$ cat src/rtl/cpu_pkg.sv
// Shared definitions for the 8-bit CPU: sequencer state encoding and instruction field layout.
// The decode unit uses the same field positions.
package cpu_pkg;

  typedef enum logic [2:0] {
    ST_IDLE   = 3'd0,
    ST_FETCH  = 3'd1,
    ST_DECODE = 3'd2,
    ST_READ   = 3'd3,
    ST_EXEC   = 3'd4,
    ST_WRITE  = 3'd5,
    ST_PAUSE  = 3'd6,
    ST_DONE   = 3'd7
  } seq_state_t;

  localparam int OP_MSB   = 7;
  localparam int OP_LSB   = 6;
  localparam int SRC1_MSB = 5;
  localparam int SRC1_LSB = 4;
  localparam int SRC2_MSB = 3;
  localparam int SRC2_LSB = 2;
  localparam int DEST_MSB = 1;
  localparam int DEST_LSB = 0;

  // States in which an instruction is in flight or suspended.
  function automatic logic is_busy_state(input seq_state_t s);
    return (s == ST_FETCH) || (s == ST_DECODE) || (s == ST_READ) ||
           (s == ST_EXEC)  || (s == ST_WRITE)  || (s == ST_PAUSE);
  endfunction

endpackage

$ cat src/rtl/cpu_sequencer.sv
// Five-phase instruction sequencer for the 8-bit CPU: drives one enable per phase,
// owns the program counter and counts retired instructions.
module cpu_sequencer
  import cpu_pkg::*;
#(
  parameter int PC_W     = 4,
  parameter int PROG_LEN = 16
) (
  input  logic            clk,
  input  logic            reset,
  input  logic            start,
  input  logic            abort,
  input  logic            step_mode,
  input  logic            step,
  output logic [PC_W-1:0] pc,
  output logic            fetch_en,
  output logic            decode_en,
  output logic            read_en,
  output logic            exec_en,
  output logic            write_en,
  output logic            busy,
  output logic            done,
  output logic [7:0]      retired_cnt
);

  localparam logic [PC_W-1:0] LAST_PC = PC_W'(PROG_LEN - 1);

  seq_state_t state;
  seq_state_t next_state;
  logic       abort_now;
  logic       launch;
  logic       retire;

  assign abort_now = abort && (state != ST_IDLE);
  assign launch    = start && ((state == ST_IDLE) || (state == ST_DONE)) && !abort_now;
  assign retire    = (state == ST_WRITE) && !abort_now;

  always_comb begin
    next_state = state;
    if (abort_now) begin
      next_state = ST_IDLE;
    end else begin
      case (state)
        ST_IDLE:   if (start) next_state = ST_FETCH;
        ST_FETCH:  next_state = ST_DECODE;
        ST_DECODE: next_state = ST_READ;
        ST_READ:   next_state = ST_EXEC;
        ST_EXEC:   next_state = ST_WRITE;
        ST_WRITE: begin
          if (pc == LAST_PC)  next_state = ST_DONE;
          else if (step_mode) next_state = ST_PAUSE;
          else                next_state = ST_FETCH;
        end
        ST_PAUSE:  if (step || !step_mode) next_state = ST_FETCH;
        ST_DONE:   if (start) next_state = ST_FETCH;
        default:   next_state = ST_IDLE;
      endcase
    end
  end

  // Outputs are decoded from next_state so they are registered yet line up with the state.
  always_ff @(posedge clk) begin
    if (!reset) begin
      state     <= ST_IDLE;
      fetch_en  <= 1'b0;
      decode_en <= 1'b0;
      read_en   <= 1'b0;
      exec_en   <= 1'b0;
      write_en  <= 1'b0;
      busy      <= 1'b0;
      done      <= 1'b0;
    end else begin
      state     <= next_state;
      fetch_en  <= (next_state == ST_FETCH);
      decode_en <= (next_state == ST_DECODE);
      read_en   <= (next_state == ST_READ);
      exec_en   <= (next_state == ST_EXEC);
      write_en  <= (next_state == ST_WRITE);
      busy      <= is_busy_state(next_state);
      done      <= (next_state == ST_DONE);
    end
  end

  always_ff @(posedge clk) begin
    if (!reset) begin
      pc          <= '0;
      retired_cnt <= '0;
    end else if (launch) begin
      pc          <= '0;
      retired_cnt <= '0;
    end else if (retire) begin
      if (retired_cnt != 8'hFF) retired_cnt <= retired_cnt + 8'd1;
      if (pc != LAST_PC)        pc          <= pc + PC_W'(1);
    end
  end

endmodule
$ cat config.mk
export PLATFORM = sky130hd
export DESIGN_NAME = cpu_sequencer
export DESIGN_NICKNAME = d
export VERILOG_FILES = /design/src/rtl/cpu_pkg.sv /design/src/rtl/cpu_sequencer.sv
export SDC_FILE = /design/constraint.sdc
export NUM_CORES = 1
export LEC_CHECK = 0
export BUFFER_PORTS_ARGS = -buffer_cell sky130_fd_sc_hd__buf_2
export CAP_MARGIN = 15
export CORE_AREA = 2 2 56 71
export DETAILED_ROUTE_END_ITERATION = 7
export DIE_AREA = 0 0 58 73
export PLACE_DENSITY_LB_ADDON = 0.15
export SYNTH_ARGS = -nofsm -noshare
export SYNTH_HDL_FRONTEND = slang
export SYNTH_SLANG_ARGS = --single-unit
export TNS_END_PERCENT = 10
$ cat constraint.sdc
create_clock -name clk -period 1.98 [get_ports clk]
set_input_delay 0.396 -clock clk [delete_from_list [all_inputs] [get_ports clk]]
set_output_delay 0.396 -clock clk [all_outputs]
set_load 0.05 [all_outputs]
======== After elaboration in Yosys (flattened, before gate mapping) ========
Cells that the tools add are included.
storage, ports and cells
  input port bits ......................... 6
  output and inout bits ................... 19
  flip-flop bits (word level) ............. 22
cells by class
  bitwise operators ....................... 1
  mux-type cells .......................... 6
  equal/unequal tests ..................... 17
  reductions and logical operators ........ 19
  $add $sub $neg .......................... 2
operators by type and width
  kind                   number
  $eq A3 B3 Y1 const B   8
  $pmux W3 S7            1
  $mux W3                5
  $eq A3 B2 Y1 const B   4
  $add A8 B1 Y8 const B  1
  $ne A8 B8 Y1 const B   1
  $logic_or A1 B1 Y1     7
  $eq A3 B1 Y1 const B   2
  $add A4 B1 Y4 const B  1
  $eq A4 B4 Y1 const B   1
  $logic_and A1 B1 Y1    4
  $ne A4 B4 Y1 const B   1
  $reduce_and A2 Y1      2
  $reduce_or A2 Y1       2
  $logic_not A3 Y1       1
  $reduce_bool A3 Y1     1
  $logic_not A1 Y1       2
  $not A1 Y1             1

======== Longest topological paths before layout ========
Gate-level depths: netlist of the first run.
  depth after elaboration ................. 11
  gate-level depth with buffers ........... 7
  mapped depth without buffers ............ 6

======== Worst setup path before layout of the first run ========
No wires, ideal clock.
  kind .................................... flip-flop to flip-flop
  start point ............................. register pc[0]
  end point ............................... register busy
  arrival ................................. 1.937 ns
  setup slack ............................. -0.093 ns
  library setup time ...................... 0.136 ns
  stages on the path, launching flop included .. 6
  buffers on the path ..................... 0
  cells stage by stage .................... dfxtp_1 > ha_1 > nand3_1 > a311o_1 > a2111oi_0 > a211oi_1
between the ends
  word-level cells in the longest chain between the ends .. 10
RTL lines
  what                                                 line                 source
  start, declared                                      cpu_sequencer.sv:15  output logic [PC_W-1:0] pc,
  start signal, assigned                               cpu_sequencer.sv:93  if (pc != LAST_PC) pc <= pc + PC_W'(1);
  $eq A4 B4 Y1 *                                       cpu_sequencer.sv:50  if (pc == LAST_PC) next_state = ST_DONE;
  $mux W3 *                                            cpu_sequencer.sv:50
  $pmux W3 S7 *                                        cpu_sequencer.sv:43  case (state)
  $mux W3 *                                            cpu_sequencer.sv:40  if (abort_now) begin
  $eq A3 B1 Y1 / $eq A3 B2 Y1 (equally long branches)  cpu_pkg.sv:27        return (s == ST_FETCH) || (s == ST_DECODE) || (s == ST_READ) ||
  $logic_or A1 B1 Y1 (3 in a row)                      cpu_pkg.sv:27
  $logic_or A1 B1 Y1                                   cpu_pkg.sv:28        (s == ST_EXEC) || (s == ST_WRITE) || (s == ST_PAUSE);
  $logic_or A1 B1 Y1 *                                 cpu_pkg.sv:28
  end signal, assigned                                 cpu_sequencer.sv:79  busy <= is_busy_state(next_state);
  end, declared                                        cpu_sequencer.sv:21  output logic busy,
Every way passes the cells marked *; elsewhere a longest branch is shown, timed or not.
A chain may end at the register's enable or synchronous reset.

======== Worst setup path in the final report of the first run ========
  start point ............................. register state[1]
  end point ............................... register busy
between the ends
  word-level cells in the longest chain between the ends .. 10
RTL lines
  what                                                     line                 source
  start, declared                                          cpu_sequencer.sv:28  seq_state_t state;
  start signal, assigned                                   cpu_sequencer.sv:73  state <= next_state;
  $eq A3 B3 Y1 / $logic_not A3 Y1 (equally long branches)  cpu_sequencer.sv:43
  $reduce_or A2 Y1 (no source line)                        n/a
  $pmux W3 S7                                              cpu_sequencer.sv:43
  $mux W3 *                                                cpu_sequencer.sv:40
  $eq A3 B1 Y1 / $eq A3 B2 Y1 (equally long branches)      cpu_pkg.sv:27
  $logic_or A1 B1 Y1 (3 in a row)                          cpu_pkg.sv:27
  $logic_or A1 B1 Y1                                       cpu_pkg.sv:28
  $logic_or A1 B1 Y1 *                                     cpu_pkg.sv:28
Marked as above.

==> metrics.cfg, run 1 <==
[outcome]
status=completed

[detailed_routing]
num_vias=938
wl_per_cell_um=12.4
drc=0
avgViaCountPerCell=5.10
drtIter0Drc=18
drt-total-wl_mm=2.28
ant_nets=0
drtPass1Iterations=4

[setup_path]
ff2ff_path_depth=4
cp_cell_sequence=nor2b_1 > a311o_1 > a2111oi_0 > a211oi_1
required_ps=2110
critPathSlowestCell=dfxtp_1
crit_path_start=state[1]
crit_path_start_kind=register
slowest_delay_ps=540
worstSetupPathType=reg -> reg
cp_max_fo=11
setup.worst_path.end=busy
rrSetupSlack_ps=150
r2r_start=state[1]
r2r_end=busy
critPathCaptureType=register
arrival_ps=1970

[final_layout]
syn2layout_area_growth_pct=21.9
regArea_um2=444
multi_input_area_um2=556
nets=153
design_area_um2=1250
layout.cells.non_filler=184
diodes=0
drive_above_1_share_pct=25.7
fillerInstances=399

[clock_network]
path_clk_slew_ps=80
clk_latency_ps=260
post_cts_resized=0
cts_tree=yes
numCtsBuffers=3
clock_path_buffers=2
cts_setup_buffers=0
ctsHtreeMaxLevel=1
clkSinkCount=22
cts_root_buf=clkbuf_8
cts-hold-fix-buffers=0

[power_and_ir_drop]
p_per_area_nw_per_um2=713
p_leak_nw=0.520
peakVddDrop_uv=338

[place]
place_ws_ps=145
gp_congestion=0.767
dpl_cell_area_um2=1200
io_buffers=24
dp_hpwl_mm=1.73
dpl.cell_count=180

[die]
core.rowCount=25
core_um2=3630
fp.dieW_um=58
num_io_pins=25
start_util_pct=28.4
die_area_um2=4230
dieHeight_um=73

[logic_synthesis]
synth_fa_ha_area_share_pct=2.43
synth_nets=126
synth_edf_count=0
synth_seq_cells=22
synth-compound-area-share_pct=15.7
async_flop_share_pct=0
synthMuxAreaShare_pct=0.972
synth_warnings=0
synth_xor_area_share_pct=6.80
syn_avg_cell_area_um2=8.73
ys.flop_type=dfxtp_1
yosysSeqAreaShare_pct=42.8
synth_top_family_by_area=simple AND/OR/NAND/NOR gates
synthSimpleGateAreaFrac_pct=28.1
synthCells=118
syn-cell-area_um2=1030
ys_types=39

[sta]
finalCritPeriodShare_pct=92.6
hold_viol=0
fin_skew_ps=2.69
drv_slew=0
max-slew-margin-rel_pct=65.4
fin_crit_ps=1830
tns_ps=0
timing.fmax_mhz=545
worst_slack_ps=146
setup_viol=0
rsz0062_at_grt=false
worst_slew_pin_slew_ps=516

[job]
max_cap_viol_count=0

[global_route]
grt.total_usage_pct=11.6
antenna_found_initial=0
grt_remaining_overflow=0
grt_pass1_wl_mm=3.80
grt_max_degree=13
grt_pass1_vias=817

[min_path]
hold_class=in -> reg

-- metrics by stage --
stage / hold WS (ps) / utilization [%] / power [mW]
3_5_place_dp: 469 / 33.0 / 0.580
3_3_place_gp: 470 / 33.0 / 0.580
2_1_floorplan: 545 / - / 0.556
4_1_cts: 421 / 34.6 / 0.904
6_report: 424 / 34.6 / 0.895
5_1_grt: 423 / 34.6 / 0.935
-- sequential cells by signal, summed over array words and instances (netlist names) --
name	flops
fetch_en	1
retired_cnt	8
pc	4
busy	1
done	1
exec_en	1
state	3
read_en	1
decode_en	1
write_en	1
-- layer usage --
layer,global-route usage (%),part of all wire [%],up-vias
li1,-,-,473
met1,14.3,44,439
met2,19.4,51,24
met3,2.13,4.3,2
met4,5.43,0.61,0
met5,0,0,-
-- cell usage in the layout (no fill, tap or decap), drive strengths merged --
| master | n |
|---|---|
| dfxtp | 22 |
| nand2b | 1 |
| nor4 | 1 |
| or2 | 2 |
| a211oi | 2 |
| nand4bb | 2 |
| nand3 | 6 |
| xnor2 | 4 |
| a22oi | 1 |
| a32oi | 1 |
| and4b | 1 |
| xor2 | 4 |
| a21oi | 6 |
| nor2b | 4 |
| o2111a | 1 |
| a311oi | 2 |
| a311o | 1 |
| and2 | 1 |
| a2111oi | 1 |
| clkbuf | 4 |
| and3 | 1 |
| mux2i | 1 |
| a31o | 1 |
| nor2 | 18 |
| o21bai | 1 |
| a31oi | 2 |
| and4bb | 1 |
| ha | 2 |
| inv | 4 |
| o21ai | 3 |
| buf | 26 |
| and4 | 2 |
| nor3 | 4 |
| nand2 | 9 |
| nand4 | 2 |
-- cell type report --
class | instances | share of cell area [%]
sequential | 22 | 35.4
tap | 40 | 3.99
inverter | 4 | 1.20
clock buffer | 4 | 4.39
multi-input combinational | 88 | 44.3
timing repair buffer | 26 | 10.8
-- worst min-delay path by stage --
| stage | from | to | slack, ps | depth (start not counted) |
|---|---|---|---|---|
| 2_1_floorplan | step_mode | state[0] | 540 | 1 |
| 3_3_place_gp | pc[1] | pc[1] | 470 | 2 |
| 3_5_place_dp | pc[1] | pc[1] | 470 | 2 |
| 4_1_cts | reset | exec_en | 420 | 2 |
| 5_1_grt | reset | exec_en | 420 | 2 |
| 6_report | reset | exec_en | 420 | 2 |
-- cell usage after synthesis (2+ instances only) --
master     instances  area [µm²]
a21oi_1            5        25.0
a311oi_1           2        17.5
a31oi_1            2        12.5
and4_1             2        17.5
buf_2              3        15.0
dfxtp_1           22         440
ha_1               2        25.0
inv_1              4        15.0
nand2_1            9        33.8
nand3_1            6        30.0
nand4_1            2        12.5
nand4bb_1          2        22.5
nor2_1            18        67.6
nor2b_1            4        25.0
nor3_1             4        20.0
o21ai_0            2        10.0
xnor2_1            4        35.0
xor2_1             4        35.0
-- cell families after synthesis --
kind of cell / Yosys count
AO/OA/AOI/OAI: 22
XOR/XNOR: 8
adder cells (fa/ha/maj): 2
buffers and inverters: 8
flip-flops: 22
multiplexers: 1
AND/OR/NAND/NOR: 55
-- power by group --
part	switching [mW]	internal (mW)	leakage (nW)
clock network	0.147	0.177	0.0288
logic	0.0731	0.0332	0.312
registers	0.0116	0.453	0.179
total	0.231	0.664	0.520
-- worst max-delay path: cells and delay by family (launching register included) --
kind / cells / cell delay, ps
AOI/OAI and AO/OA: 3 / 1000
DFF: 1 / 540
and+or+nand+nor: 1 / 170
No activity file was read; power rests on OpenSTA's default activity.
==> run 2: changes to the inputs <==
==> constraint.sdc (replaced) <==
create_clock -name clk -period 1.7 [get_ports clk]
set_input_delay 0.34 -clock clk [delete_from_list [all_inputs] [get_ports clk]]
set_output_delay 0.34 -clock clk [all_outputs]
set_load 0.05 [all_outputs]
==> run 2 against run 1 <==
Net effect:
- worst hold slack lost 37 ps
- clock skew is 0.50 ps higher
- count of clock-buffer cells in the layout down 1
- sequential power is 15% higher
- largest power group unchanged
- worst setup slack got worse by 79 ps
- cell count increased by 6.5%
==> metrics.cfg, run 2 (synthesis gave the netlist of run 1 again) <==
[setup_path]
critPathCaptureType=register
cp_max_fo=6  ; -5
cp_cell_sequence=ha_1 > nand3_1 > buf_4 > nand2_1 > a22oi_1 > and2_4 > and4_1
required_ps=1910  ; -200 ps
slowest_delay_ps=340  ; -200 ps
ff2ff_path_depth=7  ; +3
crit_path_start_kind=register
worstSetupPathType=reg -> reg
arrival_ps=1840  ; -130 ps
critPathSlowestCell=dfxtp_4

[sta]
rsz0062_at_grt=true
max-slew-margin-rel_pct=75.4  ; +10 points
worst_slew_pin_slew_ps=369  ; -147 ps
fin_crit_ps=1630  ; -201 ps
tns_ps=0  ; unchanged
drv_slew=0  ; unchanged
fin_skew_ps=3.19  ; +0.502 ps
finalCritPeriodShare_pct=96.1  ; +3.5 points
setup_viol=0  ; unchanged
timing.fmax_mhz=612  ; +12%
worst_slack_ps=67.1  ; -79.4 ps
hold_viol=0  ; unchanged

[die]
die_area_um2=4230  ; unchanged
start_util_pct=28.4  ; unchanged
core.rowCount=25  ; unchanged
core_um2=3630  ; unchanged
num_io_pins=25  ; unchanged
dieHeight_um=73  ; unchanged
fp.dieW_um=58  ; unchanged

[detailed_routing]
drc=0  ; unchanged
drtIter0Drc=32  ; +14
num_vias=977  ; +4.2%
ant_nets=0  ; unchanged
avgViaCountPerCell=4.98  ; -2.2%
wl_per_cell_um=12.4  ; -0.15%
drt-total-wl_mm=2.42  ; +6.4%
drtPass1Iterations=4  ; unchanged

[final_layout]
top_regs=retired_cnt (8), pc (4), state (3)
nets=165  ; +7.8%
final_common_cell=buf_2
syn2layout_area_growth_pct=31.3
top_register=retired_cnt
fillerInstances=373  ; -6.5%
diodes=0  ; unchanged
final_cell_mix=buf_2 (24), nor2_1 (18), dfxtp_1 (16), buf_4 (14), nand2_1 (8)
largest_reg_flops=8  ; unchanged
drive_above_1_share_pct=34.6  ; +8.9 points

[global_route]
grt_remaining_overflow=0  ; unchanged
grt_pass1_vias=970  ; +19%
grt_max_degree=13  ; unchanged
antenna_found_initial=0  ; unchanged
grt.total_usage_pct=12.4  ; +0.79 points
grt_pass1_wl_mm=4.12  ; +8.4%

[place]
place_ws_ps=-24.0  ; -169 ps
gp_congestion=0.761  ; -0.87%
dp_hpwl_mm=1.91  ; +11%
io_buffers=24  ; unchanged

[power_and_ir_drop]
p_per_area_nw_per_um2=758  ; +6.3%
peakVddDrop_uv=421  ; +25%
internal_power_mw=0.746  ; +12%
p_sw_mw=0.280  ; +21%
switching_share_pct=27.3  ; +1.4 points
p_leak_nw=0.582  ; +12%
clkPwrFrac_pct=32.7  ; -3.5 points
power_frac_seq_pct=52.0  ; about the same
pwr-share-comb_pct=15.3  ; +3.4 points

[clock_network]
cts_tree=yes
cts-hold-fix-buffers=0  ; unchanged
clock_path_buffers=2  ; unchanged
clkSinkCount=22  ; unchanged
ctsHtreeMaxLevel=1  ; unchanged
cts_setup_buffers=0  ; unchanged
cts_root_buf=clkbuf_8
path_clk_slew_ps=80  ; about the same
numCtsBuffers=3  ; unchanged
clk_latency_ps=260  ; about the same

[min_path]
hold_class=in -> reg
hold_depth=2  ; unchanged

[job]
max_cap_viol_count=0  ; unchanged

[outcome]
status=completed

[run 2: worst paths after layout]
| check | slack [ps] | startpoint | end |
|---|---|---|---|
| worst max-delay path | 70 | pc[0] | exec_en |
| worst min-delay path | 390 | reset | exec_en |
| worst max register to register | 70 | pc[0] | exec_en |
| worst min register to register | 530 | pc[2] | pc[2] |
[run 2: final cells by class]
| cell class | instances | area [µm²] | share of cell area (%) |
|---|---|---|---|
| Sequential cell | 22 | 453 | 33.5 |
| Inverter | 4 | 15.0 | 1.11 |
| Clock inverter | 1 | 3.75 | 0.278 |
| Multi-Input combinational cell | 88 | 564 | 41.7 |
| Tap cell | 40 | 50.0 | 3.70 |
| Clock buffer | 3 | 41.3 | 3.05 |
| Timing Repair Buffer | 38 | 225 | 16.7 |
[run 2: power groups by stage]
stage	Sequential [mW]	Clock, mW	Combinational, mW
floorplan	0.570	0	0.0742
global placement	0.545	0	0.154
detailed placement	0.546	0	0.152
CTS	0.533	0.351	0.154
global route	0.535	0.360	0.172
finish	0.533	0.336	0.157
[run 2: routing by layer]
layer	GRT usage [%]	part of all wire, %	routed length [µm]	up-vias
met5	0	0	0	-
met4	4.65	1.7	40	0
met3	2.13	2.9	70	5
met2	24.0	53	1280	18
met1	13.1	42	1030	453
li1	-	-	-	501
[run 2: through the flow]
| stage | std cells | util (%) | total power [mW] | hold slack [ps] | instance area (µm²) |
|---|---|---|---|---|---|
| 3_3_place_gp | 192 | 35.8 | 0.699 | 517 | 1300 |
| 3_5_place_dp | 192 | 35.8 | 0.698 | 522 | 1300 |
| 6_report | 196 | 37.3 | 1.03 | 387 | 1350 |
| 2_1_floorplan | 118 | - | 0.644 | 489 | 1040 |
| 4_1_cts | 196 | 37.0 | 1.04 | 373 | 1340 |
| 5_1_grt | 196 | 37.3 | 1.07 | 386 | 1350 |
[run 2: worst max-delay path, delay by kind of cell (launching register included)]
family | cells | cell delay [ps]
simple gates | 4 | 640
flops | 1 | 340
compound gates | 1 | 220
fa+ha+maj | 1 | 210
buf+inv | 1 | 160
[run 2: repair_timing]
| item | 4_1_cts | 5_1_grt |
|---|---|---|
| endpoints found under the hold margin | 0 | 0 |
| endpoints found under the setup margin | 1 | 9 |
| resized for setup | 1 | 5 |
==> run 3: changes to the inputs <==
--- a/config.mk
+++ b/config.mk
@@ -10,6 +10,7 @@
 export CORE_AREA = 2 2 56 71
 export DETAILED_ROUTE_END_ITERATION = 7
 export DIE_AREA = 0 0 58 73
+export GPL_TIMING_DRIVEN = 0
 export PLACE_DENSITY_LB_ADDON = 0.15
 export SYNTH_ARGS = -nofsm -noshare
 export SYNTH_HDL_FRONTEND = slang
==> constraint.sdc (replaced) <==
create_clock -name clk -period 1.9 [get_ports clk]
set_input_delay 0.38 -clock clk [delete_from_list [all_inputs] [get_ports clk]]
set_output_delay 0.38 -clock clk [all_outputs]
set_load 0.05 [all_outputs]
==> run 3 against run 2 <==
Net effect:
- routed wire length decreased by 3.9%
- largest cell class unchanged
- non-clock buffer count is 10 lower
- core utilization down 2.8 points
- sequential power is 11% lower
==> metrics.cfg, run 3 (synthesis gave the netlist of run 1 again) <==
[detailed_routing]
num_vias=938  ; -4.0%
ant_nets=0  ; unchanged
drtIter0Drc=9  ; -72%
drt-total-wl_mm=2.33  ; -3.9%
avgViaCountPerCell=5.07  ; +1.7%
wl_per_cell_um=12.6  ; +1.8%
drtPass1Iterations=4  ; unchanged
drc=0  ; unchanged

[min_path]
hold_depth=2  ; unchanged
hold_class=in -> reg
hold_start=reset
hold_end=exec_en

[global_route]
grt_pass1_wl_mm=3.90  ; -5.4%
grt.total_usage_pct=11.8  ; -0.63 points
antenna_found_initial=0  ; unchanged
grt_pass1_vias=867  ; -11%
grt_max_degree=12  ; -1
grt_remaining_overflow=0  ; unchanged

[place]
dp_hpwl_mm=1.78  ; -7.1%
io_buffers=24  ; unchanged
dpl_cell_area_um2=1200  ; -7.1%
gp_congestion=0.738  ; -3.0%

[clock_network]
ctsHtreeMaxLevel=1  ; unchanged
path_clk_slew_ps=80  ; about the same
cts_setup_buffers=0  ; unchanged
cts_tree=yes
clk_latency_ps=260  ; about the same
clock_path_buffers=2  ; unchanged
numCtsBuffers=3  ; unchanged
cts_root_buf=clkbuf_8
clkSinkCount=22  ; unchanged

[setup_path]
cp_num_buf_inv=0  ; -1
crit_path_start_kind=register
cp_max_fo=7  ; +1
critPathCaptureType=register
slowest_delay_ps=410  ; +70 ps
r2r_start=pc[0]
critPathTopFamily=compound AO/OA/AOI/OAI gates
arrival_ps=1830  ; about the same
cp_cell_sequence=ha_1 > nand3_2 > a311o_1 > a2111oi_1 > a211oi_1
critPathSlowestCell=a311o_1
ff2ff_path_depth=5  ; -2
r2r_end=busy
worstSetupPathType=reg -> reg
rrSetupSlack_ps=200  ; +130 ps
required_ps=2030  ; +120 ps

[sta]
worst_slew_pin_slew_ps=498  ; +129 ps
hold_viol=0  ; unchanged
max-slew-margin-rel_pct=66.6  ; -8.8 points
timing.fmax_mhz=589  ; -3.9%
fin_skew_ps=4.68  ; +1.49 ps
finalCritPeriodShare_pct=89.4  ; -6.7 points
drv_slew=0  ; unchanged
rsz0062_at_grt=false
setup_viol=0  ; unchanged
tns_ps=0  ; unchanged
whs_ps=415  ; +27.4 ps
fin_crit_ps=1700  ; +65.7 ps

[power_and_ir_drop]
p_leak_nw=0.518  ; -11%
p_per_area_nw_per_um2=704  ; -7.1%
peakVddDrop_uv=327  ; -22%

[final_layout]
top_regs=retired_cnt (8), pc (4), state (3)
final_cell_mix=buf_2 (27), nor2_1 (18), dfxtp_1 (18), nand2_1 (9)
diodes=0  ; unchanged
drive_above_1_share_pct=26.9  ; -7.7 points
final_common_cell=buf_2
top_register=retired_cnt
largest_reg_flops=8  ; unchanged
design_area_um2=1250  ; -7.4%
syn2layout_area_growth_pct=21.6
nets=155  ; -6.1%
fillerInstances=385  ; +3.2%

[die]
core.rowCount=25  ; unchanged
dieHeight_um=73  ; unchanged
fp.dieW_um=58  ; unchanged
die_area_um2=4230  ; unchanged
core_um2=3630  ; unchanged
start_util_pct=28.4  ; unchanged
num_io_pins=25  ; unchanged

[job]
max_cap_viol_count=0  ; unchanged

[outcome]
status=completed

-- run 3: how the worst max path moves through the flow --
stage / cells after the start / end / from
after global routing: 6 / retired_cnt[0] / state[2]
after global placement: 5 / busy / pc[0]
after detailed placement: 5 / busy / pc[0]
after CTS: 5 / busy / pc[0]
after floorplan: 5 / busy / pc[0]
final: 5 / busy / pc[0]
-- run 3: where the power goes --
| group | switching, mW | internal (mW) |
|---|---|---|
| Clock | 0.141 | 0.141 |
| Sequential | 0.00334 | 0.472 |
| Combinational | 0.0853 | 0.0397 |
| Total | 0.230 | 0.653 |
-- run 3: final cells by class --
cell class	count	area (µm²)	share of cell area, %
multi-input combinational	88	562	44.9
tap	40	50.0	4.00
timing repair buffer	24	120	9.59
inverter	4	15.0	1.20
buffer	4	18.8	1.50
clock buffer	3	41.3	3.30
sequential	22	445	35.6
-- run 3: per-layer routing --
layer / share of wire (%) / GRT usage, %
met5: 0 / 0
met4: 0.82 / 4.65
met3: 5.7 / 2.84
met2: 52 / 21.8
met1: 41 / 12.6
-- run 3: what timing repair did --
action | 4_1_cts | 5_1_grt
endpoints found under the setup margin | 0 | 1
hold buffers | 0 | 0
hold endpoints to repair | 0 | 0
gates resized for setup | 0 | 2
-- run 3: through the flow --
step / worst slack [ps] / std cells / utilization, % / total power [mW]
after global placement: 55.8 / 182 / 33.2 / 0.612
after CTS: 54.1 / 185 / 34.3 / 0.902
after detailed placement: 72.4 / 182 / 33.2 / 0.611
final: 201 / 185 / 34.5 / 0.882
after global routing: 64.4 / 185 / 34.5 / 0.932
after floorplan: 49.0 / 118 / - / 0.579
-- run 3: worst reg2reg max path: stages (launching register included) --
cell and delay (ps):
dfxtp_2 360, ha_1 200, nand3_2 160, a311o_1 410, a2111oi_1 370, a211oi_1 90
